`src/rtl/lsu_dmem_if_if.sv`:
```
// Core-side request/response bundle for the load/store unit.
// master: execute stage issuing requests; slave: the LSU serving them.
interface lsu_dmem_if_if #(
  parameter int unsigned ADDR_W = 32
) ();

  logic              req_valid;
  logic              req_ready;
  logic              req_is_store;
  logic [2:0]        req_funct3;
  logic [ADDR_W-1:0] req_addr;
  logic [31:0]       req_wdata;
  logic              done;
  logic [31:0]       rdata;
  logic              misalign;
  logic              fault;

  modport master (
    output req_valid, req_is_store, req_funct3, req_addr, req_wdata,
    input  req_ready, done, rdata, misalign, fault
  );

  modport slave (
    input  req_valid, req_is_store, req_funct3, req_addr, req_wdata,
    output req_ready, done, rdata, misalign, fault
  );

endinterface

```
`src/rtl/lsu_dmem_if.sv`:
```
// Load/store unit between execute and a word-addressed data memory.
// Loads and word stores take one memory cycle; byte/half stores do a read-modify-write.
// Optional build macro LSU_MISALIGN_TRAP_EN: when defined, misaligned half/word accesses are
// flagged and skipped; when undefined, low address bits are truncated to the access size.
module lsu_dmem_if #(
  parameter int unsigned MEM_WORDS = 256,
  parameter int unsigned ADDR_W    = 32
) (
  input  logic        clk,
  input  logic        rst_n,
  lsu_dmem_if_if.slave req_if,
  output logic        mem_read_o,
  output logic        mem_write_o,
  output logic [31:0] mem_addr_o,
  output logic [31:0] mem_wdata_o,
  input  logic [31:0] mem_rdata_i
);

  typedef enum logic [1:0] {StIdle, StAccess, StWrite, StResp} state_e;

  state_e      state_q;
  logic        is_store_q;
  logic [2:0]  funct3_q;
  logic [1:0]  addr_lo_q;
  logic [31:0] wdata_q;
  logic        req_ready_q;
  logic        done_q;
  logic        misalign_q;
  logic        fault_q;
  logic [31:0] rdata_q;
  logic        mem_read_q;
  logic        mem_write_q;
  logic [31:0] mem_addr_q;
  logic [31:0] mem_wdata_q;

  logic [1:0]  req_size;
  logic        req_funct_bad;
  logic        req_range_bad;
  logic        req_misalign;
  logic        req_is_word;

  logic [1:0]  byte_off;
  logic [4:0]  shamt;
  logic [31:0] rd_shift;
  logic [31:0] load_val;
  logic [31:0] lane_mask;
  logic [31:0] merged;

  // Fault decode of the incoming request, evaluated in the accept cycle.
  always_comb begin
    req_size    = req_if.req_funct3[1:0];
    req_is_word = (req_size == 2'b10);
    if (req_if.req_is_store) begin
      req_funct_bad = req_if.req_funct3[2] || (req_size == 2'b11);
    end else begin
      req_funct_bad = (req_size == 2'b11) || (req_if.req_funct3 == 3'b110);
    end
    req_range_bad = ADDR_W'(req_if.req_addr[ADDR_W-1:2]) >= ADDR_W'(MEM_WORDS);
`ifdef LSU_MISALIGN_TRAP_EN
    req_misalign = !req_funct_bad &&
                   (((req_size == 2'b01) && req_if.req_addr[0]) ||
                    ((req_size == 2'b10) && (req_if.req_addr[1:0] != 2'b00)));
`else
    req_misalign = 1'b0;
`endif
  end

  // Lane selection for loads and lane merge for sub-word stores.
  always_comb begin
    case (funct3_q[1:0])
      2'b00:   byte_off = addr_lo_q;
      2'b01:   byte_off = {addr_lo_q[1], 1'b0};  // addr[0] ignored for halves
      default: byte_off = 2'b00;
    endcase
    shamt    = {byte_off, 3'b000};
    rd_shift = mem_rdata_i >> shamt;
    case (funct3_q)
      3'b000:  load_val = {{24{rd_shift[7]}}, rd_shift[7:0]};
      3'b001:  load_val = {{16{rd_shift[15]}}, rd_shift[15:0]};
      3'b100:  load_val = {24'h0, rd_shift[7:0]};
      3'b101:  load_val = {16'h0, rd_shift[15:0]};
      default: load_val = rd_shift;
    endcase
    lane_mask = (funct3_q[0] ? 32'h0000_ffff : 32'h0000_00ff) << shamt;
    merged    = (mem_rdata_i & ~lane_mask) | ((wdata_q << shamt) & lane_mask);
  end

  // Control FSM; every output is a register so strobes drop as soon as reset asserts.
  always_ff @(posedge clk or negedge rst_n) begin
    if (!rst_n) begin
      state_q     <= StIdle;
      is_store_q  <= 1'b0;
      funct3_q    <= 3'b000;
      addr_lo_q   <= 2'b00;
      wdata_q     <= 32'h0;
      req_ready_q <= 1'b1;
      done_q      <= 1'b0;
      misalign_q  <= 1'b0;
      fault_q     <= 1'b0;
      rdata_q     <= 32'h0;
      mem_read_q  <= 1'b0;
      mem_write_q <= 1'b0;
      mem_addr_q  <= 32'h0;
      mem_wdata_q <= 32'h0;
    end else begin
      done_q      <= 1'b0;
      misalign_q  <= 1'b0;
      fault_q     <= 1'b0;
      mem_read_q  <= 1'b0;
      mem_write_q <= 1'b0;
      case (state_q)
        StIdle: begin
          if (req_if.req_valid && req_ready_q) begin
            is_store_q  <= req_if.req_is_store;
            funct3_q    <= req_if.req_funct3;
            addr_lo_q   <= req_if.req_addr[1:0];
            wdata_q     <= req_if.req_wdata;
            req_ready_q <= 1'b0;
            if (req_funct_bad || req_range_bad || req_misalign) begin
              state_q    <= StResp;
              done_q     <= 1'b1;
              fault_q    <= req_funct_bad || req_range_bad;
              misalign_q <= req_misalign;
            end else begin
              state_q    <= StAccess;
              mem_addr_q <= 32'({req_if.req_addr[ADDR_W-1:2], 2'b00});
              // Word stores write directly; everything else reads first.
              if (req_if.req_is_store && req_is_word) begin
                mem_write_q <= 1'b1;
                mem_wdata_q <= req_if.req_wdata;
              end else begin
                mem_read_q <= 1'b1;
              end
            end
          end
        end
        StAccess: begin
          if (!is_store_q) begin
            rdata_q <= load_val;
            state_q <= StResp;
            done_q  <= 1'b1;
          end else if (funct3_q[1:0] == 2'b10) begin
            state_q <= StResp;
            done_q  <= 1'b1;
          end else begin
            mem_write_q <= 1'b1;
            mem_wdata_q <= merged;
            state_q     <= StWrite;
          end
        end
        StWrite: begin
          state_q <= StResp;
          done_q  <= 1'b1;
        end
        default: begin
          state_q     <= StIdle;
          req_ready_q <= 1'b1;
        end
      endcase
    end
  end

  assign req_if.req_ready = req_ready_q;
  assign req_if.done      = done_q;
  assign req_if.rdata     = rdata_q;
  assign req_if.misalign  = misalign_q;
  assign req_if.fault     = fault_q;
  assign mem_read_o       = mem_read_q;
  assign mem_write_o      = mem_write_q;
  assign mem_addr_o       = mem_addr_q;
  assign mem_wdata_o      = mem_wdata_q;

endmodule

```
`src/flat_wrapper.sv`:
```
// flat-port wrapper written by rule: the top's interface ports become plain ports
module lsu_dmem_if_flat 
#(
  parameter int unsigned MEM_WORDS = 256,
  parameter int unsigned ADDR_W    = 32
)
  (clk, rst_n, mem_read_o, mem_write_o, mem_addr_o, mem_wdata_o, mem_rdata_i, req_if_req_valid, req_if_req_is_store, req_if_req_funct3, req_if_req_addr, req_if_req_wdata, req_if_req_ready, req_if_done, req_if_rdata, req_if_misalign, req_if_fault);
  lsu_dmem_if_if #(.ADDR_W(ADDR_W)) req_if_i ();
  input  logic clk;
  input  logic rst_n;
  output logic mem_read_o;
  output logic mem_write_o;
  output logic [31:0] mem_addr_o;
  output logic [31:0] mem_wdata_o;
  input  logic [31:0] mem_rdata_i;
  input wire logic [$bits(req_if_i.req_valid)-1:0] req_if_req_valid;
  input wire logic [$bits(req_if_i.req_is_store)-1:0] req_if_req_is_store;
  input wire logic [$bits(req_if_i.req_funct3)-1:0] req_if_req_funct3;
  input wire logic [$bits(req_if_i.req_addr)-1:0] req_if_req_addr;
  input wire logic [$bits(req_if_i.req_wdata)-1:0] req_if_req_wdata;
  output wire logic [$bits(req_if_i.req_ready)-1:0] req_if_req_ready;
  output wire logic [$bits(req_if_i.done)-1:0] req_if_done;
  output wire logic [$bits(req_if_i.rdata)-1:0] req_if_rdata;
  output wire logic [$bits(req_if_i.misalign)-1:0] req_if_misalign;
  output wire logic [$bits(req_if_i.fault)-1:0] req_if_fault;
  assign req_if_i.req_valid = req_if_req_valid;
  assign req_if_i.req_is_store = req_if_req_is_store;
  assign req_if_i.req_funct3 = req_if_req_funct3;
  assign req_if_i.req_addr = req_if_req_addr;
  assign req_if_i.req_wdata = req_if_req_wdata;
  assign req_if_req_ready = req_if_i.req_ready;
  assign req_if_done = req_if_i.done;
  assign req_if_rdata = req_if_i.rdata;
  assign req_if_misalign = req_if_i.misalign;
  assign req_if_fault = req_if_i.fault;
  lsu_dmem_if #(.MEM_WORDS(MEM_WORDS), .ADDR_W(ADDR_W)) u_core (.clk(clk), .rst_n(rst_n), .req_if(req_if_i), .mem_read_o(mem_read_o), .mem_write_o(mem_write_o), .mem_addr_o(mem_addr_o), .mem_wdata_o(mem_wdata_o), .mem_rdata_i(mem_rdata_i));
endmodule
```
`config.mk`:
```
export PLATFORM = sky130hd
export DESIGN_NAME = lsu_dmem_if_flat
export DESIGN_NICKNAME = d
export VERILOG_FILES = /design/src/rtl/lsu_dmem_if_if.sv /design/src/rtl/lsu_dmem_if.sv /design/src/flat_wrapper.sv
export SDC_FILE = /design/constraint.sdc
export NUM_CORES = 1
export LEC_CHECK = 0
export ABC_CLOCK_PERIOD_IN_PS = 2470
export BUFFER_PORTS_ARGS = -buffer_cell sky130_fd_sc_hd__buf_2
export CORE_MARGIN = 2
export CORE_UTILIZATION = 35
export DETAILED_ROUTE_END_ITERATION = 16
export GPL_TIMING_DRIVEN = 0
export PLACE_DENSITY_LB_ADDON = 0.1
export SLEW_MARGIN = 20
export SYNTH_ARGS = -nofsm -noshare
export SYNTH_HDL_FRONTEND = slang
export SYNTH_SLANG_ARGS = --single-unit
```
`constraint.sdc`:
```
create_clock -name clk -period 2.47 [get_ports clk]
set_clock_uncertainty 0.15 [all_clocks]
set_input_delay 0.494 -clock clk [delete_from_list [all_inputs] [get_ports clk]]
set_output_delay 0.494 -clock clk [all_outputs]
set_load 0.1 [all_outputs]
```
## Yosys cells after proc, flatten, opt, wreduce, memory -nomap -nowiden

Index checks and enable logic that the tools add are counted.
Widths: inputs -> output; s select.

| cells by class | value |
|---|---|
| add/subtract/negate cells | 0 |
| multiply operators | 0 |
| order comparisons | 1 |
| multiplexer cells | 33 |
| equal/unequal tests | 15 |
| reduce and logical (&&, ||, !) cells | 15 |
| bitwise gates (word level) | 7 |
| shift operators | 3 |
| div/mod/pow operators | 0 |

Operators with widths:

| cell | number |
|---|---|
| $mux 32 | 5 |
| $pmux 32 s4 | 1 |
| $and 32x32->32 | 2 |
| $pmux 32 s2 | 1 |
| $shl 32x5->32 | 2 |
| $not 32->32 | 1 |
| $or 32x32->32 | 1 |
| $shr 32x5->32 | 1 |
| $ge 30x9->1 const B | 1 |
| $mux 1 | 17 |
| $mux 16 | 1 |
| $eq 3x3->1 const B | 3 |
| $eq 2x2->1 const B | 4 |
| $mux 2 | 3 |
| $ne 2x1->1 const B | 3 |
| $pmux 2 s3 | 1 |
| $reduce_and 2->1 | 3 |
| $reduce_and 6->1 | 1 |
| $eq 2x1->1 const B | 2 |
| $logic_not 2->1 | 2 |
| $ne 2x2->1 const B | 2 |
| $pmux 1 s2 | 2 |
| $pmux 2 s2 | 1 |
| $eq 3x1->1 const B | 1 |
| 8 further kinds | 13 |

| word-level totals | value |
|---|---|
| logic and storage cells | 87 |
| flip-flop bits (word level) | 139 |
| latch bits | 0 |
| memories kept | 0 |
| memory bits (read-only) | 0 |
| RAM bits | 0 |

## Depth between registers and ports, before layout

Gate-level depths: netlist (run 1).

| logic depth | value |
|---|---|
| depth in word-level cells | 9 |
| depth in mapped cells | 8 |
| mapped depth without buffers | 6 |

## Worst setup path before layout (run 1)

No wires, ideal clock.

| timing | value |
|---|---|
| path kind | reg-to-reg |
| start | register u_core.req_ready_q, in the netlist u_core.req_if.req_ready |
| end | register u_core.mem_addr_q[3], in the netlist u_core.mem_addr_o[3] |
| arrival | 1.995 ns |
| setup slack | 0.200 ns |
| buffers on the path | 1 |
| stages on the path, launching flop included | 5 |
| period minus slack after synthesis | 2.270 ns |
| cell sequence | dfstp_2 nand3_1 nor2_1 buf_2 mux2_2 |

| on the way | value |
|---|---|
| longest elaborated chain between the ends | 2 |

Ends and longest elaborated chain:

| element | RTL line | source |
|---|---|---|
| start, declared | lsu_dmem_if.sv:26 | `logic req_ready_q;` |
| start signal, assigned | lsu_dmem_if.sv:96 | `req_ready_q <= 1'b1;` |
| start signal, assigned | lsu_dmem_if.sv:118 | `req_ready_q <= 1'b0;` |
| start signal, assigned | lsu_dmem_if.sv:157 | `req_ready_q <= 1'b1;` |
| $logic_and 1x1->1 | lsu_dmem_if.sv:113 | `if (req_if.req_valid && req_ready_q) begin` |
| $reduce_and 3->1 (no line) | n/a |  |
| end signal, assigned | lsu_dmem_if.sv:126 | `mem_addr_q <= 32'({req_if.req_addr[ADDR_W-1:2], 2'b00});` |
| end, declared | lsu_dmem_if.sv:33 | `logic [31:0] mem_addr_q;` |

Every way passes these cells.
A chain may end at the register's enable or synchronous reset.

## Worst setup path after layout (run 1)

| timing | value |
|---|---|
| start | register u_core.addr_lo_q[0] |
| end | register u_core.mem_wdata_q[22], in the netlist u_core.mem_wdata_o[22] |

| on the way | value |
|---|---|
| longest elaborated chain between the ends | 8 |

Ends and longest elaborated chain:

| element | RTL line | source |
|---|---|---|
| start, declared | lsu_dmem_if.sv:24 | `logic [1:0] addr_lo_q;` |
| start signal, assigned | lsu_dmem_if.sv:116 | `addr_lo_q <= req_if.req_addr[1:0];` |
| $pmux 2 s2 * | lsu_dmem_if.sv:70 | `case (funct3_q[1:0])` |
| $shl 32x5->32 | lsu_dmem_if.sv:84 | `lane_mask = (funct3_q[0] ? 32'h0000_ffff : 32'h0000_00ff) << shamt;` |
| $not 32->32 | lsu_dmem_if.sv:85 | `merged = (mem_rdata_i & ~lane_mask) \| ((wdata_q << shamt) & lane_mask);` |
| $and 32x32->32 | lsu_dmem_if.sv:85 |  |
| $or 32x32->32 * | lsu_dmem_if.sv:85 |  |
| $mux 32 * | lsu_dmem_if.sv:142 | `end else if (funct3_q[1:0] == 2'b10) begin` |
| $mux 32 * | lsu_dmem_if.sv:138 | `if (!is_store_q) begin` |
| $pmux 32 s2 * | lsu_dmem_if.sv:111 | `case (state_q)` |
| end signal, assigned | lsu_dmem_if.sv:130 | `mem_wdata_q <= req_if.req_wdata;` |
| end signal, assigned | lsu_dmem_if.sv:147 | `mem_wdata_q <= merged;` |
| end, declared | lsu_dmem_if.sv:34 | `logic [31:0] mem_wdata_q;` |

Mark *: on every way between the ends. The rest lies on a longest branch, timed or not. The select of a mux whose other input is x is not followed.

==> results of run 1 <==
## Yosys cell counts (2+ instances only)
library cell  count  area [sq um]
a211oi_1          2         15.01
a21oi_1          48         240.2
a21oi_2          11         96.34
a221oi_1         23         201.4
a22o_1           15         131.4
buf_1             2         7.510
buf_2             5         25.02
buf_4             4         30.03
buf_6             2         22.52
clkbuf_1         29         108.9
dfrtp_1         122          3053
ha_1              4         50.05
inv_1             7         26.28
mux2_2           40         450.4
mux2i_1          16         160.2
mux4_2            7         157.7
nand2_1          96         360.4
nand2b_1          2         12.51
nand3_1           3         15.01
nand3b_1          2         15.01
nor2_1           67         251.5
nor2b_1          25         156.4
nor3_1            2         10.01
nor4_1            5         31.28
o21ai_0          20         100.1
o21ai_1           2         10.01
## worst max path at each step
stage                            startpoint  slack, ns  depth (start not counted)                endpoint
detailed placement        u_core.state_q[1]      -0.31                          8  u_core.mem_wdata_o[30]
finish                  u_core.addr_lo_q[0]       0.10                          6  u_core.mem_wdata_o[22]
global placement                      rst_n      -0.85                          1   u_core.mem_addr_o[23]
global route              u_core.state_q[1]      0.009                          6  u_core.mem_wdata_o[23]
CTS                       u_core.state_q[1]        0.1                          7  u_core.mem_wdata_o[28]
floorplan           u_core.req_if.req_ready       0.20                          4    u_core.mem_addr_o[3]
## timing repair
| item | CTS | global route |
|---|---|---|
| gates resized for setup | 7 | 2 |
| endpoints found under the hold margin | 43 | 0 |
| hold buffers | 1 | 0 |
| endpoints found under the setup margin | 86 | 10 |
## registers in the layout, summed over array words and instances, names as in the netlist, 2 cells and up
register             count
u_core.addr_lo_q         2
u_core.funct3_q          3
u_core.mem_addr_o       30
u_core.mem_wdata_o      32
u_core.req_if.rdata     32
u_core.state_q           2
u_core.wdata_q          16
## stage by stage
stage               setup WS [ns]  TNS, ns  cell area [sq um]  std cells
floorplan                  0.1997        0               5921        584
global placement          -0.8488  -109.11               7202       1005
detailed placement        -0.3095   -8.530               7236       1006
CTS                       0.09535        0               7828       1034
global route             0.008688        0               7835       1034
finish                     0.1038        0               7840       1036
## worst register-to-register path, cell delays in order, from the launching register on
cell	delay [ns]
dfrtp_1	0.42
nor2b_1	0.15
clkbuf_1	0.24
nor2_2	0.53
mux2i_1	0.37
a21oi_1	0.13
mux2_2	0.28
## per-layer routing
layer / track usage [%] / vias up / share of wire, %
met5: 0 / - / 0.18
met4: 5.792 / 6 / 1.0
met3: 6.765 / 18 / 7.4
met2: 33.76 / 189 / 47
met1: 29.25 / 2463 / 44
li1: - / 2479 / -
## cell type report
cell class                      instances  area (sq um)  area share (%)
Sequential cell                       123          3079           39.28
Multi-Input combinational cell        410          2651           33.82
Timing Repair Buffer                  203          1050           13.39
Clock buffer                           22         464.2           5.921
Tap cell                              220         275.3           3.511
Buffer                                 40         186.4           2.378
Clock inverter                          7         93.84           1.197
Inverter                                9         35.03          0.4469
Antenna cell                            2         5.005         0.06384
## kinds of logic (layout without fill, tap and decap cells)
| family | after synthesis | count (layout) |
|---|---|---|
| and+or+nand+nor | 209 | 209 |
| AOI/OAI and AO/OA | 131 | 131 |
| DFF | 123 | 123 |
| muxes | 63 | 63 |
| buffers and inverters | 51 | 281 |
| adders and majority gates | 4 | 4 |
| other | 1 | 5 |
==> results.ini, run 1 <==
[run_status]
outcome = completed

[timing]
min_period_ns = 2.366
holdWs_ns = 0.1240
slew_violations = 0
period_share_pct = 95.80
max_slew.worst_pin.slew_ns = 0.6042
slew_headroom_pct = 59.45
fmax_mhz = 422.6
rsz0062_at_grt = no
finalHoldViolations = 0
setup_viol = 0

[finish]
fillers = 1594
drive_gt1_share_pct = 38.08
final_util_pct = 47.44
fin_nets = 911
mostFrequentLayoutCell = buf_2
synthToLayoutAreaGrowth_pct = 32.59
final_cell_mix = 205 x buf_2, 122 x dfrtp_1, 96 x nand2_1, 66 x nor2_1, 48 x a21oi_1

[synth]
yosys_warnings = 0
synth_edf_count = 0
synth_compound_area_share_pct = 14.96
yosysUniqueCellTypes = 47
syn_area_sq_mm = 0.005913
seq_area_frac_synth_pct = 52.07
muxShareOfSynthArea_pct = 12.99
synthAdderAreaFrac_pct = 0.8464
ys.flop_type = dfrtp_1
synthCells = 582
post_synth_xor_area_fraction_pct = 0
synth-simple-area-share_pct = 15.21
synth_top_family_by_area = simple AND/OR/NAND/NOR gates
ys_seq_elements = 123
ys_async_sr_fraction_pct = 100.0
syn_area_per_cell_sq_um = 10.16

[flow_run]
maxCapViolCount = 0

[worst_setup_path]
crit_family = simple AND/OR/NAND/NOR gates
cp_max_fo = 10
r2r_slack_ns = 0.10
timing.rr.end = u_core.mem_wdata_o[22]
critPathLaunchType = flop
slowest_stage = nor2_2
timing.rr.start = u_core.addr_lo_q[0]
ff2ff_path_depth = 6
cp.arrival_ns = 2.52
cp_cell_sequence = nor2b_1, clkbuf_1, nor2_2, mux2i_1, a21oi_1, mux2_2
critPathCaptureType = flop
slowest_delay_ns = 0.53
critPathKind = flop to flop
cp.required_ns = 2.62
worstPathBufferInverterCount = 1

[global_route]
grt_pass1_wl_um = 29570
grt_max_degree = 81
grtUsageTotal_pct = 21.62
grt_remaining_overflow = 0
grt_pass1_vias = 5286
antenna_found_initial = 4

[cts]
cts_sinks = 123
htreeDepth = 4
path_clk_slew_ns = 0.06
postCtsSetupRepairBufs = 0
clkLatencyLatePin_ns = 0.42
cts_buffers = 17
root_buffer = clkbuf_16
cts_tree = yes
cts_buffer_depth = 2

[placed_design]
gp_congestion = 0.8449
dp_hpwl_um = 14530
io_buffers = 201

[detailed_routing]
drt_iter0_drc = 284
drt-pass1-iter-count = 4
vias = 5155
viasPerCell = 4.976
drt_wl_total_um = 18750
ant_nets = 0
drc = 0
wire_per_inst_um = 18.10

[hold_path]
hold_depth = 3
hold_start = req_if_req_addr[0]
worstHoldPathType = input port to flop
whs_endpoint = u_core.addr_lo_q[0]

[floorplanning]
die_height_um = 134.0
fp.dieW_um = 134.0
die_area_sq_mm = 0.01795
rows = 47
ios = 205
start_util_pct = 35.78
fp.coreArea_sq_mm = 0.01652

Power of run 1 is left out: the tool's default activity adds up to more than one toggle a clock period on the data nets, which glitch-free logic cannot reach.
==> run 2: changes to the inputs <==
ABC_AREA = 1   (was default)
==> run 2 against run 1 <==
Compared with the run above:
- design area grew 12%
- count of clock-buffer cells in the layout shrank 5
- via count grew 31%
- wire length grew 15%
- worst setup slack gained 0.16 ns
- critical path type unchanged
- die area grew 14%
- non-clock buffer count grew 17
- highest routed layer is now met4
- global-route usage grew 0.11 points
- sequential cell count is the same
- largest cell class unchanged
- final cell count grew 41%
- register-to-register slack gained 0.16 ns
==> results.ini, run 2 <==
[worst_setup_path]
cp.arrival_ns = 2.35  ; -0.17 ns
timing.rr.end = u_core.req_if.rdata[5]
critPathKind = flop to flop
timing.rr.start = u_core.state_q[1]
cp.required_ns = 2.62  ; about the same
critPathLaunchType = flop
r2r_slack_ns = 0.27  ; +0.16 ns
critPathCaptureType = flop
ff2ff_path_depth = 9  ; +3
cp_max_fo = 10  ; unchanged

[timing]
rsz0062_at_grt = no
slew_headroom_pct = 61.56  ; +2.1 points
finalHoldViolations = 0  ; unchanged
setup_viol = 0  ; unchanged
fin_ws_ns = 0.2682  ; +0.1644 ns
period_share_pct = 89.14  ; -6.7 points
fmax_mhz = 454.2  ; +7.5%
slew_violations = 0  ; unchanged
min_period_ns = 2.202  ; -0.1644 ns
setup_tns_ns = 0  ; unchanged
max_slew.worst_pin.slew_ns = 0.5766  ; -0.02764 ns

[synth]
ys.flop_type = dfrtp_1
synth_area_leaders = dfrtp_1 45%, nand2_1 19%, nand3_1 9.5%
synth_common_cells = 343 x nand2_1, 128 x nand3_1, 125 x inv_1
synthCells = 959  ; +65%
synth_most_common_cell = nand2_1
seq_area_frac_synth_pct = 45.65  ; -6.4 points
yosys_warnings = 0  ; unchanged
synth_edf_count = 0  ; unchanged
ys_async_sr_fraction_pct = 100.0  ; unchanged
synth_top_cell_area_share_pct = 45.26  ; -6.4 points
ys_seq_elements = 123  ; unchanged
yosysTopAreaCell = dfrtp_1
yosysUniqueCellTypes = 27  ; -43%
syn_area_sq_mm = 0.006745  ; +14%
syn_area_per_cell_sq_um = 7.034  ; -31%

[placed_design]
pre_cts_slack_ns = 0.1676  ; +0.4772 ns
dp_hpwl_um = 16820  ; +16%
io_buffers = 201  ; unchanged
dp_cells = 1423  ; +41%
gp_congestion = 0.9418  ; +11%

[cts]
root_buffer = clkbuf_16
path_clk_slew_ns = 0.06  ; about the same
cts_tree = yes
cts_sinks = 123  ; unchanged
clkLatencyLatePin_ns = 0.43  ; about the same
cts_buffer_depth = 2  ; unchanged
htreeDepth = 4  ; unchanged
cts_buffers = 17  ; unchanged
postCtsSetupRepairBufs = 0  ; unchanged

[finish]
final_cells = 1460  ; +41%
regArea_sq_mm = 0.003079  ; unchanged
multi_input_area_sq_mm = 0.002878  ; +8.5%
mostFrequentLayoutCell = nand2_1
drive_gt1_share_pct = 26.34  ; -12 points
final_cell_mix = 343 x nand2_1, 229 x buf_2, 128 x nand3_1, 125 x inv_1, 122 x dfrtp_1
fillers = 2032  ; +27%
fin_nets = 1290  ; +42%
synthToLayoutAreaGrowth_pct = 29.66
final_util_pct = 46.45  ; -1.0 points

[hold_path]
worstHoldPathType = input port to flop
whs_endpoint = u_core.mem_addr_o[7]
hold_depth = 3  ; unchanged
hold_start = req_if_req_addr[7]

[detailed_routing]
drc = 0  ; unchanged
viasPerCell = 4.635  ; -6.9%
drt-pass1-iter-count = 5  ; +1
vias = 6767  ; +31%
ant_nets = 0  ; unchanged
wire_per_inst_um = 14.82  ; -18%
drt_iter0_drc = 464  ; +63%
drt_wl_total_um = 21640  ; +15%

[floorplanning]
die_height_um = 142.8  ; +6.6%
rows = 50  ; +6.4%
fp.coreArea_sq_mm = 0.01883  ; +14%
start_util_pct = 35.82  ; +0.037 points
fp.dieW_um = 142.8  ; +6.6%
die_area_sq_mm = 0.02040  ; +14%
ios = 205  ; unchanged

[flow_run]
maxCapViolCount = 0  ; unchanged

[run_status]
outcome = completed

[global_route]
grtUsageTotal_pct = 21.73  ; +0.11 points
grt_pass1_wl_um = 33890  ; +15%
antenna_found_initial = 1  ; -3
grt_max_degree = 88  ; +8.6%
grt_remaining_overflow = 0  ; unchanged
grt_pass1_vias = 6526  ; +23%

run 2: changes by cell type after synthesis, moves of 18 or more:
cell | before | now
a221oi_1 | 23 | 0
buf_2 | 5 | 29
nor2_1 | 67 | 49
a21oi_1 | 48 | 18
inv_1 | 7 | 125
nand3_1 | 3 | 128
nor2b_1 | 25 | 0
mux2_2 | 40 | 0
nand2_1 | 96 | 343
o21ai_0 | 20 | 45
run 2: cell families (layout without fill, tap and decap cells):
logic type               Yosys count  count (layout)  synth area share (%)
adder cells (fa/ha/maj)            4               4                0.7420
other                              1               7               0.05559
flip-flops                       123             123                 45.65
AO/OA/AOI/OAI                     84              84                 6.455
buffers and inverters            189             424                 11.83
AND/OR/NAND/NOR                  558             558                 35.26
run 2: what timing repair did:
item	4_1_cts	5_1_grt
resized for setup	0	3
hold buffers	1	0
hold endpoints to repair	36	0
endpoints found under the setup margin	0	27
run 2: final cells by class:
class | count | area share (%)
multi-input cells | 649 | 32.90
flip-flops and latches | 123 | 35.21
clock inverters | 15 | 2.003
well taps | 260 | 3.720
repair buffers | 203 | 12.05
inverters | 132 | 5.665
plain buffers | 57 | 3.476
clock buffers | 17 | 4.864
diodes | 4 | 0.1144
run 2: how the worst max path moves through the flow:
stage	startpoint	to	slack (ns)
global placement	rst_n	u_core.mem_addr_o[31]	-0.99
detailed placement	u_core.state_q[1]	u_core.req_if.rdata[5]	0.17
global route	u_core.state_q[1]	u_core.req_if.rdata[17]	0.06
finish	u_core.state_q[1]	u_core.req_if.rdata[5]	0.27
CTS	u_core.state_q[1]	u_core.req_if.rdata[5]	0.15
floorplan	u_core.req_if.req_ready	u_core.mem_wdata_o[10]	0.34
run 2: per-layer routing:
| metal | up-vias | wire [um] | GRT usage [%] |
|---|---|---|---|
| li1 | 3412 | - | - |
| met1 | 3075 | 9618 | 29.37 |
| met2 | 253 | 10090 | 34.49 |
| met3 | 27 | 1587 | 5.600 |
| met4 | 0 | 338 | 6.305 |
| met5 | - | 0 | 0 |
run 2: critical path, stage by stage (launching register included):
cell     delay [ns]
dfrtp_1        0.42
inv_1          0.10
ha_1           0.13
buf_2          0.18
inv_2          0.11
nor2_2         0.17
buf_2          0.23
buf_2          0.23
buf_2          0.23
a31oi_1        0.11
run 2: through the flow:
step                instance area (sq um)  hold WS, ns
finish                               8746       0.1046
detailed placement                   8122       0.2355
CTS                                  8732      0.09479
global placement                     8084       0.3023
floorplan                            6753      0.04841
global route                         8736       0.1017
Power of run 2 is left out for the same reason.
==> run 3: changes to the inputs <==
CORE_ASPECT_RATIO = 1.75   (was default)
==> run 3 against run 2 <==
Compared with the run above:
- sequential cell count did not move
- count of clock-buffer cells in the layout rose by 4
- critical path depth fell by 1
- critical endpoint is now u_core.wdata_q[10]
- worst setup slack got worse by 0.090 ns
- register-to-register slack got worse by 0.09 ns
- design area fell by 0.76%
- non-clock buffer count fell by 1
- largest cell class unchanged
- highest routed layer unchanged
==> results.ini, run 3 (synthesis gave the netlist of run 2 again) <==
[timing]
fin_ws_ns = 0.1778  ; -0.09042 ns
min_period_ns = 2.292  ; +0.09042 ns
rsz0062_at_grt = no
fmax_mhz = 436.3  ; -3.9%
finalHoldViolations = 0  ; unchanged
setup_viol = 0  ; unchanged
slew_headroom_pct = 63.24  ; +1.7 points
period_share_pct = 92.80  ; +3.7 points
setup_tns_ns = 0  ; unchanged
max_slew.worst_pin.slew_ns = 0.5515  ; -0.02515 ns
slew_violations = 0  ; unchanged

[cts]
cts_tree = yes
clkLatencyLatePin_ns = 0.43  ; about the same
cts_buffer_depth = 2  ; unchanged
cts_resized = 0  ; unchanged
cts_sinks = 123  ; unchanged
postCtsSetupRepairBufs = 0  ; unchanged
path_clk_slew_ns = 0.06  ; about the same
root_buffer = clkbuf_16
cts_buffers = 17  ; unchanged
htreeDepth = 4  ; unchanged

[worst_setup_path]
cp_max_fo = 19  ; +9
critPathCaptureType = flop
critPathLaunchType = flop
critPathKind = flop to flop
cp.arrival_ns = 2.47  ; +0.12 ns
cp.required_ns = 2.65  ; +0.03 ns

[floorplanning]
fp.coreArea_sq_mm = 0.01903  ; +1.1%
die_area_sq_mm = 0.02044  ; +0.21%
fp.dieW_um = 108.9  ; -24%
die_height_um = 187.6  ; +31%
rows = 67  ; +34%
start_util_pct = 35.45  ; -0.37 points
ios = 205  ; unchanged

[placed_design]
dp_hpwl_um = 17960  ; +6.8%
post_dp_cell_area_sq_mm = 0.008098  ; -0.29%
io_buffers = 201  ; unchanged
dp_cells = 1404  ; -1.3%
gp_congestion = 0.9289  ; -1.4%
pre_cts_slack_ns = 0.1701  ; +0.002435 ns

[detailed_routing]
vias = 6746  ; -0.31%
wire_per_inst_um = 15.83  ; +6.8%
drt_wl_total_um = 22750  ; +5.2%
ant_nets = 0  ; unchanged
drt-pass1-iter-count = 5  ; unchanged
drc = 0  ; unchanged
drt_iter0_drc = 418  ; -9.9%
viasPerCell = 4.695  ; +1.3%

[finish]
final_cells = 1437  ; -1.6%
mostFrequentLayoutCell = nand2_1
final_cell_mix = 343 x nand2_1, 229 x buf_2, 128 x nand3_1, 125 x inv_1, 122 x dfrtp_1
design_area_sq_mm = 0.008680  ; -0.76%
synthToLayoutAreaGrowth_pct = 28.68
drive_gt1_share_pct = 25.92  ; -0.41 points
fin_nets = 1289  ; -0.078%
fillers = 2070  ; +1.9%

[global_route]
grt_max_degree = 77  ; -13%
grt_pass1_wl_um = 35900  ; +5.9%
grtUsageTotal_pct = 23.11  ; +1.4 points
grt_pass1_vias = 6926  ; +6.1%
grt_remaining_overflow = 0  ; unchanged
antenna_found_initial = 3  ; +2

[flow_run]
maxCapViolCount = 0  ; unchanged

[run_status]
outcome = completed

[hold_path]
worstHoldPathType = input port to flop

[run 3: cell count changes in the layout (fill, tap and decap cells not counted), sizes merged]
cell	before	now
inv	140	132
bufinv	1	2
clkbuf	30	33
[run 3: final timing paths]
| path | endpoint | start | cells after the start | slack (ns) |
|---|---|---|---|---|
| setup reg to reg | u_core.wdata_q[10] | u_core.state_q[1] | 8 | 0.18 |
| hold / removal | u_core.mem_addr_o[9] | req_if_req_addr[9] | 3 | 0.12 |
| min in group asynchronous | u_core.mem_addr_o[23] | rst_n | 2 | 0.41 |
| hold reg to reg | u_core.mem_wdata_o[18] | u_core.mem_wdata_o[18] | 2 | 0.32 |
| max in group asynchronous | u_core.mem_wdata_o[9] | rst_n | 3 | 1.04 |
| setup / recovery | u_core.wdata_q[10] | u_core.state_q[1] | 8 | 0.18 |
[run 3: metrics by stage]
step,hold WS (ns),util (%)
floorplan,0.04841,-
global placement,0.3020,42.36
detailed placement,0.2778,42.55
CTS,0.1028,45.58
global route,0.1200,45.58
finish,0.1152,45.61
[run 3: critical path: stages, from the launching register on]
cell and delay [ns]:
dfrtp_1 0.42, inv_1 0.10, ha_1 0.30, inv_2 0.06, nor2_1 0.25, buf_2 0.42
buf_2 0.32, nand2_1 0.07, o21ai_0 0.09
[run 3: what timing repair did]
| item | CTS | global route |
|---|---|---|
| endpoints found under the hold margin | 47 | 0 |
| endpoints found under the setup margin | 0 | 1 |
| hold buffers | 1 | 0 |
[run 3: cell type report]
type | count | area (sq um) | area share (%)
buffer | 56 | 299.0 | 3.445
clock inverter | 8 | 95.09 | 1.096
inverter | 132 | 495.5 | 5.709
clock buffer | 21 | 470.5 | 5.420
tap | 241 | 301.5 | 3.474
timing repair buffer | 203 | 1054 | 12.14
multi-input combinational | 649 | 2875 | 33.13
sequential | 123 | 3079 | 35.48
antenna | 4 | 10.01 | 0.1153
[run 3: routing by layer]
metal  vias up  GRT usage [%]  wire (um)
met3        54          4.310       1160
met1      3068          25.98       8765
met2       225          40.64      11890
met4         0          11.69        930
li1       3399              -          -
met5         -              0          0
Power of run 3 is left out for the same reason.
